$ cat src/rtl/rand_burst_ctrl.sv
// ---------------------------------------------------------------------------
// rand_burst_ctrl
//
// Burst sequencer in front of the bit-serial 802.16 OFDM randomizer.
// A burst descriptor is accepted in IDLE. The 15-bit randomizer seed is built
// from BSID, DIUC and frame number and loaded with a one-cycle reload pulse.
// The MAC payload bytes are then serialized MSB-first. Pad bytes follow, up to
// the allocated burst size, and a one-cycle done pulse closes the burst.
//
// Ports
//   clk               system clock, all logic on posedge
//   reset             asynchronous, active-high
//   start_i           descriptor valid (accepted when start_i && start_ready_o)
//   start_ready_o     high only in IDLE
//   bsid_i            BSID LSBs            (sampled on start accept)
//   diuc_i            burst DIUC           (sampled on start accept)
//   frame_num_i       frame number LSBs    (sampled on start accept)
//   burst_len_i       payload bytes        (sampled on start accept)
//   alloc_len_i       allocated bytes      (sampled on start accept)
//   abort_i           synchronous abort of the current burst
//   in_byte_i         payload byte from MAC
//   in_byte_valid_i   payload byte valid
//   in_byte_ready_o   controller takes a byte this cycle
//   rnd_bits_o        serial bit to randomizer
//   rnd_valid_o       serial bit valid
//   rnd_iv_o          randomizer seed
//   rnd_reload_o      randomizer seed reload
//   busy_o            high in any state other than IDLE
//   done_o            one-cycle pulse at burst completion
// ---------------------------------------------------------------------------
module rand_burst_ctrl #(
  parameter int unsigned LEN_W    = 12,
  parameter logic [7:0]  PAD_BYTE = 8'hFF
) (
  input  logic             clk,
  input  logic             reset,
  input  logic             start_i,
  output logic             start_ready_o,
  input  logic [3:0]       bsid_i,
  input  logic [3:0]       diuc_i,
  input  logic [3:0]       frame_num_i,
  input  logic [LEN_W-1:0] burst_len_i,
  input  logic [LEN_W-1:0] alloc_len_i,
  input  logic             abort_i,
  input  logic [7:0]       in_byte_i,
  input  logic             in_byte_valid_i,
  output logic             in_byte_ready_o,
  output logic             rnd_bits_o,
  output logic             rnd_valid_o,
  output logic [14:0]      rnd_iv_o,
  output logic             rnd_reload_o,
  output logic             busy_o,
  output logic             done_o
);

  typedef enum logic [2:0] {
    S_IDLE = 3'd0,
    S_LOAD = 3'd1,
    S_DATA = 3'd2,
    S_PAD  = 3'd3,
    S_DONE = 3'd4
  } state_t;

  localparam logic [LEN_W-1:0] LEN_ZERO = {LEN_W{1'b0}};
  localparam logic [LEN_W-1:0] LEN_ONE  = {{(LEN_W-1){1'b0}}, 1'b1};

  state_t           state_q, state_d;
  logic [LEN_W-1:0] burst_len_q, burst_len_d;
  logic [LEN_W-1:0] pad_len_q, pad_len_d;
  logic [LEN_W-1:0] bytes_taken_q, bytes_taken_d;
  logic [LEN_W-1:0] pads_sent_q, pads_sent_d;
  logic [7:0]       sr_q, sr_d;
  logic [2:0]       bit_cnt_q, bit_cnt_d;
  logic [14:0]      iv_q, iv_d;
  logic             rnd_bits_q, rnd_bits_d;
  logic             rnd_valid_q, rnd_valid_d;
  logic             rnd_reload_q, rnd_reload_d;
  logic             done_q, done_d;
  logic             busy_q, busy_d;

  logic             more_bytes_s;
  logic             take_byte_s;
  logic             abort_s;

  // Seed layout expected by the randomizer: bsid | 11 | diuc | 1 | frame.
  function automatic logic [14:0] build_seed(input logic [3:0] bsid,
                                             input logic [3:0] diuc,
                                             input logic [3:0] frame);
    build_seed = {bsid, 2'b11, diuc, 1'b1, frame};
  endfunction

  // Pad count with alloc clamped up to the payload length.
  function automatic logic [LEN_W-1:0] pad_count(input logic [LEN_W-1:0] alloc,
                                                 input logic [LEN_W-1:0] blen);
    if (alloc > blen) begin
      pad_count = alloc - blen;
    end else begin
      pad_count = LEN_ZERO;
    end
  endfunction

  // bit_cnt_q counts bits still waiting in sr_q. When it is zero, the bit on
  // rnd_bits_o (if any) is the LSB, so a byte taken now streams gap-free.
  assign more_bytes_s    = (bytes_taken_q < burst_len_q);
  assign start_ready_o   = (state_q == S_IDLE);
  assign in_byte_ready_o = ((state_q == S_LOAD) ||
                            ((state_q == S_DATA) && (bit_cnt_q == 3'd0))) && more_bytes_s;
  assign take_byte_s     = in_byte_ready_o && in_byte_valid_i;
  assign abort_s         = abort_i && (state_q != S_IDLE);

  // Next-state and registered-output decode.
  always_comb begin
    state_d       = state_q;
    burst_len_d   = burst_len_q;
    pad_len_d     = pad_len_q;
    bytes_taken_d = bytes_taken_q;
    pads_sent_d   = pads_sent_q;
    sr_d          = sr_q;
    bit_cnt_d     = bit_cnt_q;
    iv_d          = iv_q;
    rnd_bits_d    = 1'b0;
    rnd_valid_d   = 1'b0;
    done_d        = 1'b0;

    if (abort_s) begin
      // Drop the burst; any partially shifted byte is discarded.
      state_d   = S_IDLE;
      sr_d      = 8'h00;
      bit_cnt_d = 3'd0;
    end else begin
      case (state_q)
        S_IDLE: begin
          if (start_i) begin
            state_d       = S_LOAD;
            burst_len_d   = burst_len_i;
            pad_len_d     = pad_count(alloc_len_i, burst_len_i);
            bytes_taken_d = LEN_ZERO;
            pads_sent_d   = LEN_ZERO;
            sr_d          = 8'h00;
            bit_cnt_d     = 3'd0;
            iv_d          = build_seed(bsid_i, diuc_i, frame_num_i);
          end else begin
            state_d = S_IDLE;
          end
        end

        // LOAD behaves like DATA with an empty shift register.
        S_LOAD, S_DATA: begin
          if (bit_cnt_q != 3'd0) begin
            rnd_bits_d  = sr_q[7];
            rnd_valid_d = 1'b1;
            sr_d        = {sr_q[6:0], 1'b0};
            bit_cnt_d   = bit_cnt_q - 3'd1;
            state_d     = S_DATA;
          end else if (take_byte_s) begin
            rnd_bits_d    = in_byte_i[7];
            rnd_valid_d   = 1'b1;
            sr_d          = {in_byte_i[6:0], 1'b0};
            bit_cnt_d     = 3'd7;
            bytes_taken_d = bytes_taken_q + LEN_ONE;
            state_d       = S_DATA;
          end else if (more_bytes_s) begin
            // Bubble: waiting for the MAC.
            state_d = S_DATA;
          end else if (pad_len_q != LEN_ZERO) begin
            // Payload done; first pad bit follows the last LSB directly.
            rnd_bits_d  = PAD_BYTE[7];
            rnd_valid_d = 1'b1;
            sr_d        = {PAD_BYTE[6:0], 1'b0};
            bit_cnt_d   = 3'd7;
            pads_sent_d = LEN_ONE;
            state_d     = S_PAD;
          end else begin
            done_d  = 1'b1;
            state_d = S_DONE;
          end
        end

        S_PAD: begin
          if (bit_cnt_q != 3'd0) begin
            rnd_bits_d  = sr_q[7];
            rnd_valid_d = 1'b1;
            sr_d        = {sr_q[6:0], 1'b0};
            bit_cnt_d   = bit_cnt_q - 3'd1;
          end else if (pads_sent_q < pad_len_q) begin
            rnd_bits_d  = PAD_BYTE[7];
            rnd_valid_d = 1'b1;
            sr_d        = {PAD_BYTE[6:0], 1'b0};
            bit_cnt_d   = 3'd7;
            pads_sent_d = pads_sent_q + LEN_ONE;
          end else begin
            done_d  = 1'b1;
            state_d = S_DONE;
          end
        end

        S_DONE: begin
          state_d = S_IDLE;
        end

        default: begin
          state_d   = S_IDLE;
          sr_d      = 8'h00;
          bit_cnt_d = 3'd0;
        end
      endcase
    end

    rnd_reload_d = (state_d == S_LOAD);
    busy_d       = (state_d != S_IDLE);
  end

  // State and output registers.
  always_ff @(posedge clk or posedge reset) begin
    if (reset) begin
      state_q       <= S_IDLE;
      burst_len_q   <= LEN_ZERO;
      pad_len_q     <= LEN_ZERO;
      bytes_taken_q <= LEN_ZERO;
      pads_sent_q   <= LEN_ZERO;
      sr_q          <= 8'h00;
      bit_cnt_q     <= 3'd0;
      iv_q          <= 15'h0000;
      rnd_bits_q    <= 1'b0;
      rnd_valid_q   <= 1'b0;
      rnd_reload_q  <= 1'b0;
      done_q        <= 1'b0;
      busy_q        <= 1'b0;
    end else begin
      state_q       <= state_d;
      burst_len_q   <= burst_len_d;
      pad_len_q     <= pad_len_d;
      bytes_taken_q <= bytes_taken_d;
      pads_sent_q   <= pads_sent_d;
      sr_q          <= sr_d;
      bit_cnt_q     <= bit_cnt_d;
      iv_q          <= iv_d;
      rnd_bits_q    <= rnd_bits_d;
      rnd_valid_q   <= rnd_valid_d;
      rnd_reload_q  <= rnd_reload_d;
      done_q        <= done_d;
      busy_q        <= busy_d;
    end
  end

  assign rnd_bits_o   = rnd_bits_q;
  assign rnd_valid_o  = rnd_valid_q;
  assign rnd_iv_o     = iv_q;
  assign rnd_reload_o = rnd_reload_q;
  assign busy_o       = busy_q;
  assign done_o       = done_q;

endmodule

$ cat config.mk
export PLATFORM = sky130hd
export DESIGN_NAME = rand_burst_ctrl
export DESIGN_NICKNAME = d
export VERILOG_FILES = /design/src/rtl/rand_burst_ctrl.sv
export SDC_FILE = /design/constraint.sdc
export NUM_CORES = 1
export LEC_CHECK = 0
export CAP_MARGIN = 20
export CORE_MARGIN = 5
export CORE_UTILIZATION = 55
export CTS_CLUSTER_DIAMETER = 50
export CTS_CLUSTER_SIZE = 16
export DETAILED_ROUTE_END_ITERATION = 8
export DONT_BUFFER_PORTS = 1
export GPL_TIMING_DRIVEN = 0
export PLACE_DENSITY = 0.7
export RECOVER_POWER = 50
export SLEW_MARGIN = 20
export SYNTH_ARGS = -nofsm -noshare
export SYNTH_HDL_FRONTEND = slang
export SYNTH_SLANG_ARGS = --single-unit
$ cat constraint.sdc
create_clock -name clk -period 3.3 [get_ports clk]
set_input_delay 0.66 -clock clk [delete_from_list [all_inputs] [get_ports clk]]
set_output_delay 0.66 -clock clk [all_outputs]
set_load 0.02 [all_outputs]
Word-level counts from Yosys, hierarchy flattened:

Index checks and enable logic that the tools add are counted.

* bits in registers: 82
* bits in latches: 0
* RAM bits: 0
* memory bits (read-only): 0
* bits of input ports: 49
* output and inout bits: 22
* logic and storage cells: 117
* memories: 0

* add/subtract/negate cells: 4
* multiply operators: 0
* div/mod/pow operators: 0
* order comparisons: 3
* eq/ne operators: 18
* shifts and indexed selects: 0
* mux-type cells: 60
* bitwise operators: 1
* reductions and logical operators: 18

Operator list (count)
* $mux 12: 10
* $mux 8: 8
* $mux 3: 15
* $pmux 12 s3: 1
* $pmux 8 s4: 1
* $add 12x1->12 const B: 2
* $lt 12x12->1: 2
* $pmux 12 s2: 1
* $mux 1: 19
* $ne 2x2->1 const B: 9
* $gt 12x12->1: 1
* $pmux 3 s4: 1
* $reduce_bool 12->1: 1
* $reduce_bool 3->1: 4
* $sub 12x12->12: 1
* $ne 5x5->1 const B: 2
* $reduce_and 5->1: 2
* $pmux 3 s3: 1
* $reduce_and 9->1: 1
* $eq 3x1->1 const B: 2
* $eq 3x2->1 const B: 2
* $logic_not 3->1: 2
* $pmux 1 s2: 3
* $logic_and 1x1->1: 4
* 9 further kinds: 9

Longest topological paths before layout:

* depth after elaboration: 10
* gate-level depth with buffers: 11
* mapped depth without buffers: 11

Worst setup path after synthesis:

No wires, ideal clock.

* path type: register to output
* start: reg bytes_taken_q[6]
* end: out in_byte_ready_o
* arrival: 2.251 ns
* data required time: 2.640 ns
* slack: 0.389 ns
* stages on the path, launching flop included: 8
* path buffers: 1
* cell sequence: dfrtp_1 > ha_1 > and3_1 > a221o_1 > a31oi_4 > o21ai_1 > buf_2 > nor3_1

* longest elaborated chain between the ends: 2

RTL lines
* start, declared: RTL line 70 `logic [LEN_W-1:0] bytes_taken_q, bytes_taken_d;`
* start signal, assigned: RTL line 233 `bytes_taken_q <= bytes_taken_d;`
* $lt 12x12->1: RTL line 104 `assign more_bytes_s = (bytes_taken_q < burst_len_q);`
* $logic_and 1x1->1: RTL line 107 `((state_q == S_DATA) && (bit_cnt_q == 3'd0))) && more_bytes_s;`
* end, declared: RTL line 47 `output logic in_byte_ready_o,`

Every way passes these cells.

Final worst setup path:

Ends and elaborated chain as after synthesis.

==> impl_results.md <==
* Fillers at between 700 and 800
* Fmax achieved at approximately 0.31 GHz
* RSZ-0062 raised after global routing: no
* Post-synthesis register bit count at 79
* CTS hold repair buffers at 0
* NumNets Final at 646
* Die height at around 100 microns
* CTS tree: yes
* Clk buf depth at 2
* Post-Syn Instances at between 500 and 600
* Pint at approximately 2100 uW
* Post-synth top flop: dfrtp_1
* Comb pwr share at roughly two fifths
* PwrDens at approximately 730 mW/mm^2
* Area contributors post-synth: dfrtp_1 (41%), ha_1 (9.9%), nand2_1 (5.5%)
* Routed WL per cell at approximately 17 microns
* CTS sink cnt at 79
* Initial Util at approximately 56%
* Crit path kind: reg -> out
* ANT cells at 0
* Clk_lat worst skew at 350 ps
* Slew HR at around 4.8%
* Post-synth ARST share at 100%
* Tot GR Track Use at approximately a fifth
* # rows at 34
* Syn nets at between 600 and 700
* Fraction of layout cells with a size suffix above 1 at 7.46%
* Synth warn at 0
* Status: finished clean
* Grt ovf at 0
* Required @ worst endpoint at ~2600 ps
* Critical path endpoint category: output port
* Total CTS buffers at 9
* Post-Route Utilization at roughly 60%
* Arrival @ worst endpoint at 2550 ps
* Setup crit start: bytes_taken_q[6]
* Final wirelength at ~11000 microns
* Die W at just over 100 microns
* Cell chain of the critical path: ha_1, and3_1, a221o_1, a31oi_4, o21ai_1, buf_2, nor3_4
* Critical path's largest stage delay at about 430 ps
* Mean Syn Cell Area at between 8 and 9 sq um
* EDFF count, synth at 0
* Worst-Margin Slew at 1430 ps
* Setup crit start kind: register
* H-tree levels at 3
* # IOs at 71
* Post-synthesis cell type count at 61
* Core footprint at about 0.0086 sq mm
* Max stage delay cell, worst path: dfrtp_1
* DR vias/cell at 5.79
* Synth area leader: dfrtp_1
* Layout area overhead at 6.97%
* Reg power frac at about 41%
* Port buffer count at 0
* DRT iter0 DRCs at between 150 and 200
* Post-route worst setup slack at 88.9 ps
* Tmin final at 3210 ps
* Via count at 3887
* Routed Antenna Nets at 0
* Largest net degree at the start of global routing at 59
* Slew Viols, Final at 0
* Tot Pwr at 3760 uW
* Clock group share of total power at between 15 and 20%
* Tcrit/Tclk final at between 90% and 100%
* Peak VDD IR at approximately 0.45 mV
* Net Switching at between 1500 and 2000 uW
* HPWL Detailed at between 8000 and 9000 microns
* Max Cap Viol at 0
* Number of global-route vias before repair at a little over 4000
* Die area at approximately 0.011 sq mm
* Final setup fails at 0
* Clock root buffer master: clkbuf_8
* Switching Fraction at a little over two fifths
* Hold Violations, Final at 0
* Skew final at 13.3 ps
* First-pass GRT wire length at ~19000 microns
* DRC violations left at 0
* Setup Buffers After CTS at 0
* Worst reg2reg startpoint: bytes_taken_q[6]
* GP Congestion at approximately 0.84
* Cell Area, Synth at roughly 0.0048 sq mm
* Lkg Pwr at roughly 0.0024 uW
* Reg clk slew, reported paths at about 90 ps
* Pre-antenna DRT Iters at 4
* Post-synth top area share at between 40% and 50%
* Min-Delay Path Class: in -> async
* Initial antenna violation count at 0
* CP max FO at 10
* Register area share after synthesis at about two fifths
* Setup Slack @ Placement at 169 ps
## state kept, by name (all words and copies together), names as in the netlist, 3 cells and up
register,flops
pads_sent_q,12
bytes_taken_q,12
pad_len_q,12
state_q,3
rnd_iv_o,13
sr_q,7
burst_len_q,12
bit_cnt_q,3
## worst max-delay path, delay by kind of cell, from the launching register on
kind,cells,cell delay [ps]
AOI/OAI and AO/OA,3,730
and+or+nand+nor,2,490
adders and majority gates,1,310
buffers and inverters,1,240
DFF,1,430
## cell families (layout without fill, tap and decap cells)
group | Yosys count | count (layout) | share of synthesized area [%]
xor+xnor | 17 | 17 | 3.09
fa+ha+maj | 39 | 39 | 10.3
mux | 10 | 10 | 2.39
simple gates | 194 | 194 | 19.3
compound gates | 124 | 124 | 16.9
flops | 79 | 79 | 41.0
buf+inv | 83 | 100 | 7.10
## per-layer routing
| layer | up-vias | part of all wire, % | global-route usage (%) |
|---|---|---|---|
| met5 | - | 0 | 0 |
| met4 | 0 | 1.6 | 6.75 |
| met3 | 16 | 5.5 | 4.17 |
| met2 | 107 | 47 | 35.0 |
| met1 | 1857 | 45 | 27.6 |
| li1 | 1907 | - | - |
## timing repair
action,4_1_cts,5_1_grt
resized for setup,2,0
pin swaps,0,1
hold endpoints to repair,0,0
endpoints found under the setup margin,1,1
## cell usage after synthesis (2+ instances only)
cell,number
inv_1,58
clkbuf_1,11
o21bai_1,3
o211ai_1,6
o21ai_1,12
nor2b_1,3
ha_1,38
and3_1,10
nand4_1,5
nor3b_1,2
buf_2,4
buf_1,3
a21oi_1,20
xnor2_1,12
a211o_1,2
nor2_1,34
o22ai_1,9
a211oi_1,2
nand3_1,18
nor3_1,11
dfrtp_1,79
o2111ai_1,3
nand2_1,71
xor2_1,5
o21ai_0,38
mux2_4,3
nor2_2,2
nand2b_1,13
a31oi_1,5
a221oi_1,2
or3_1,10
nor4_1,4
mux2i_1,7
a21o_1,2
o31ai_1,7
or2_1,2
a21boi_0,2
buf_4,5
## per-stage QoR
| stage | area (sq um) | hold WS (ps) | TNS, ps | instances |
|---|---|---|---|---|
| after global placement | 4960 | 470 | -16050 | 654 |
| after floorplan | 4830 | 438 | 0 | 546 |
| after global routing | 5160 | 395 | 0 | 671 |
| final | 5160 | 348 | 0 | 671 |
| after CTS | 5190 | 126 | 0 | 671 |
| after detailed placement | 4990 | 465 | 0 | 655 |
## power by group through the flow
stage / registers (uW) / logic (uW) / clock network (uW)
floorplan: 1520 / 1180 / 0
global placement: 1560 / 1440 / 0
detailed placement: 1570 / 1510 / 0
CTS: 1550 / 1540 / 690
global route: 1590 / 1740 / 723
finish: 1550 / 1530 / 678
## cells in the final DEF, fill, tap and decap left out, types with 6 or more instances in the layout
master / synthesis / final
nor2_1: 34 / 34
inv_1: 58 / 57
o21ai_0: 38 / 38
o21ai_1: 12 / 12
nand2b_1: 13 / 13
xnor2_1: 12 / 12
ha_1: 38 / 38
mux2i_1: 7 / 7
nand3_1: 18 / 18
o22ai_1: 9 / 9
or3_1: 10 / 10
and3_1: 10 / 10
nor3_1: 11 / 10
o211ai_1: 6 / 6
clkbuf_1: 11 / 11
dfrtp_1: 79 / 79
a21oi_1: 20 / 20
o31ai_1: 7 / 7
clkbuf_8: 0 / 11
nand2_1: 71 / 71
## path summary, 6_finish.rpt
check | endpoint | slack [ps] | depth (start not counted)
max in group asynchronous | pad_len_q[7] | 1060 | 2
min reg2reg | pads_sent_q[11] | 490 | 1
min in group clk | rnd_iv_o[5] | 410 | 2
min | sr_q[5] | 350 | 1
max reg2reg | sr_q[2] | 640 | 8
max | in_byte_ready_o | 90 | 7
## final cells by class
class | count | area (sq um) | area share [%]
Buffer | 24 | 121 | 2.35
Tap cell | 108 | 135 | 2.62
Clock buffer | 11 | 151 | 2.93
Timing Repair Buffer | 1 | 5.00 | 0.0969
Inverter | 59 | 223 | 4.31
Multi-Input combinational cell | 384 | 2520 | 48.8
Sequential cell | 79 | 1980 | 38.3
Clock inverter | 5 | 32.5 | 0.630
Note: power is estimated with default switching activity, not from simulation.
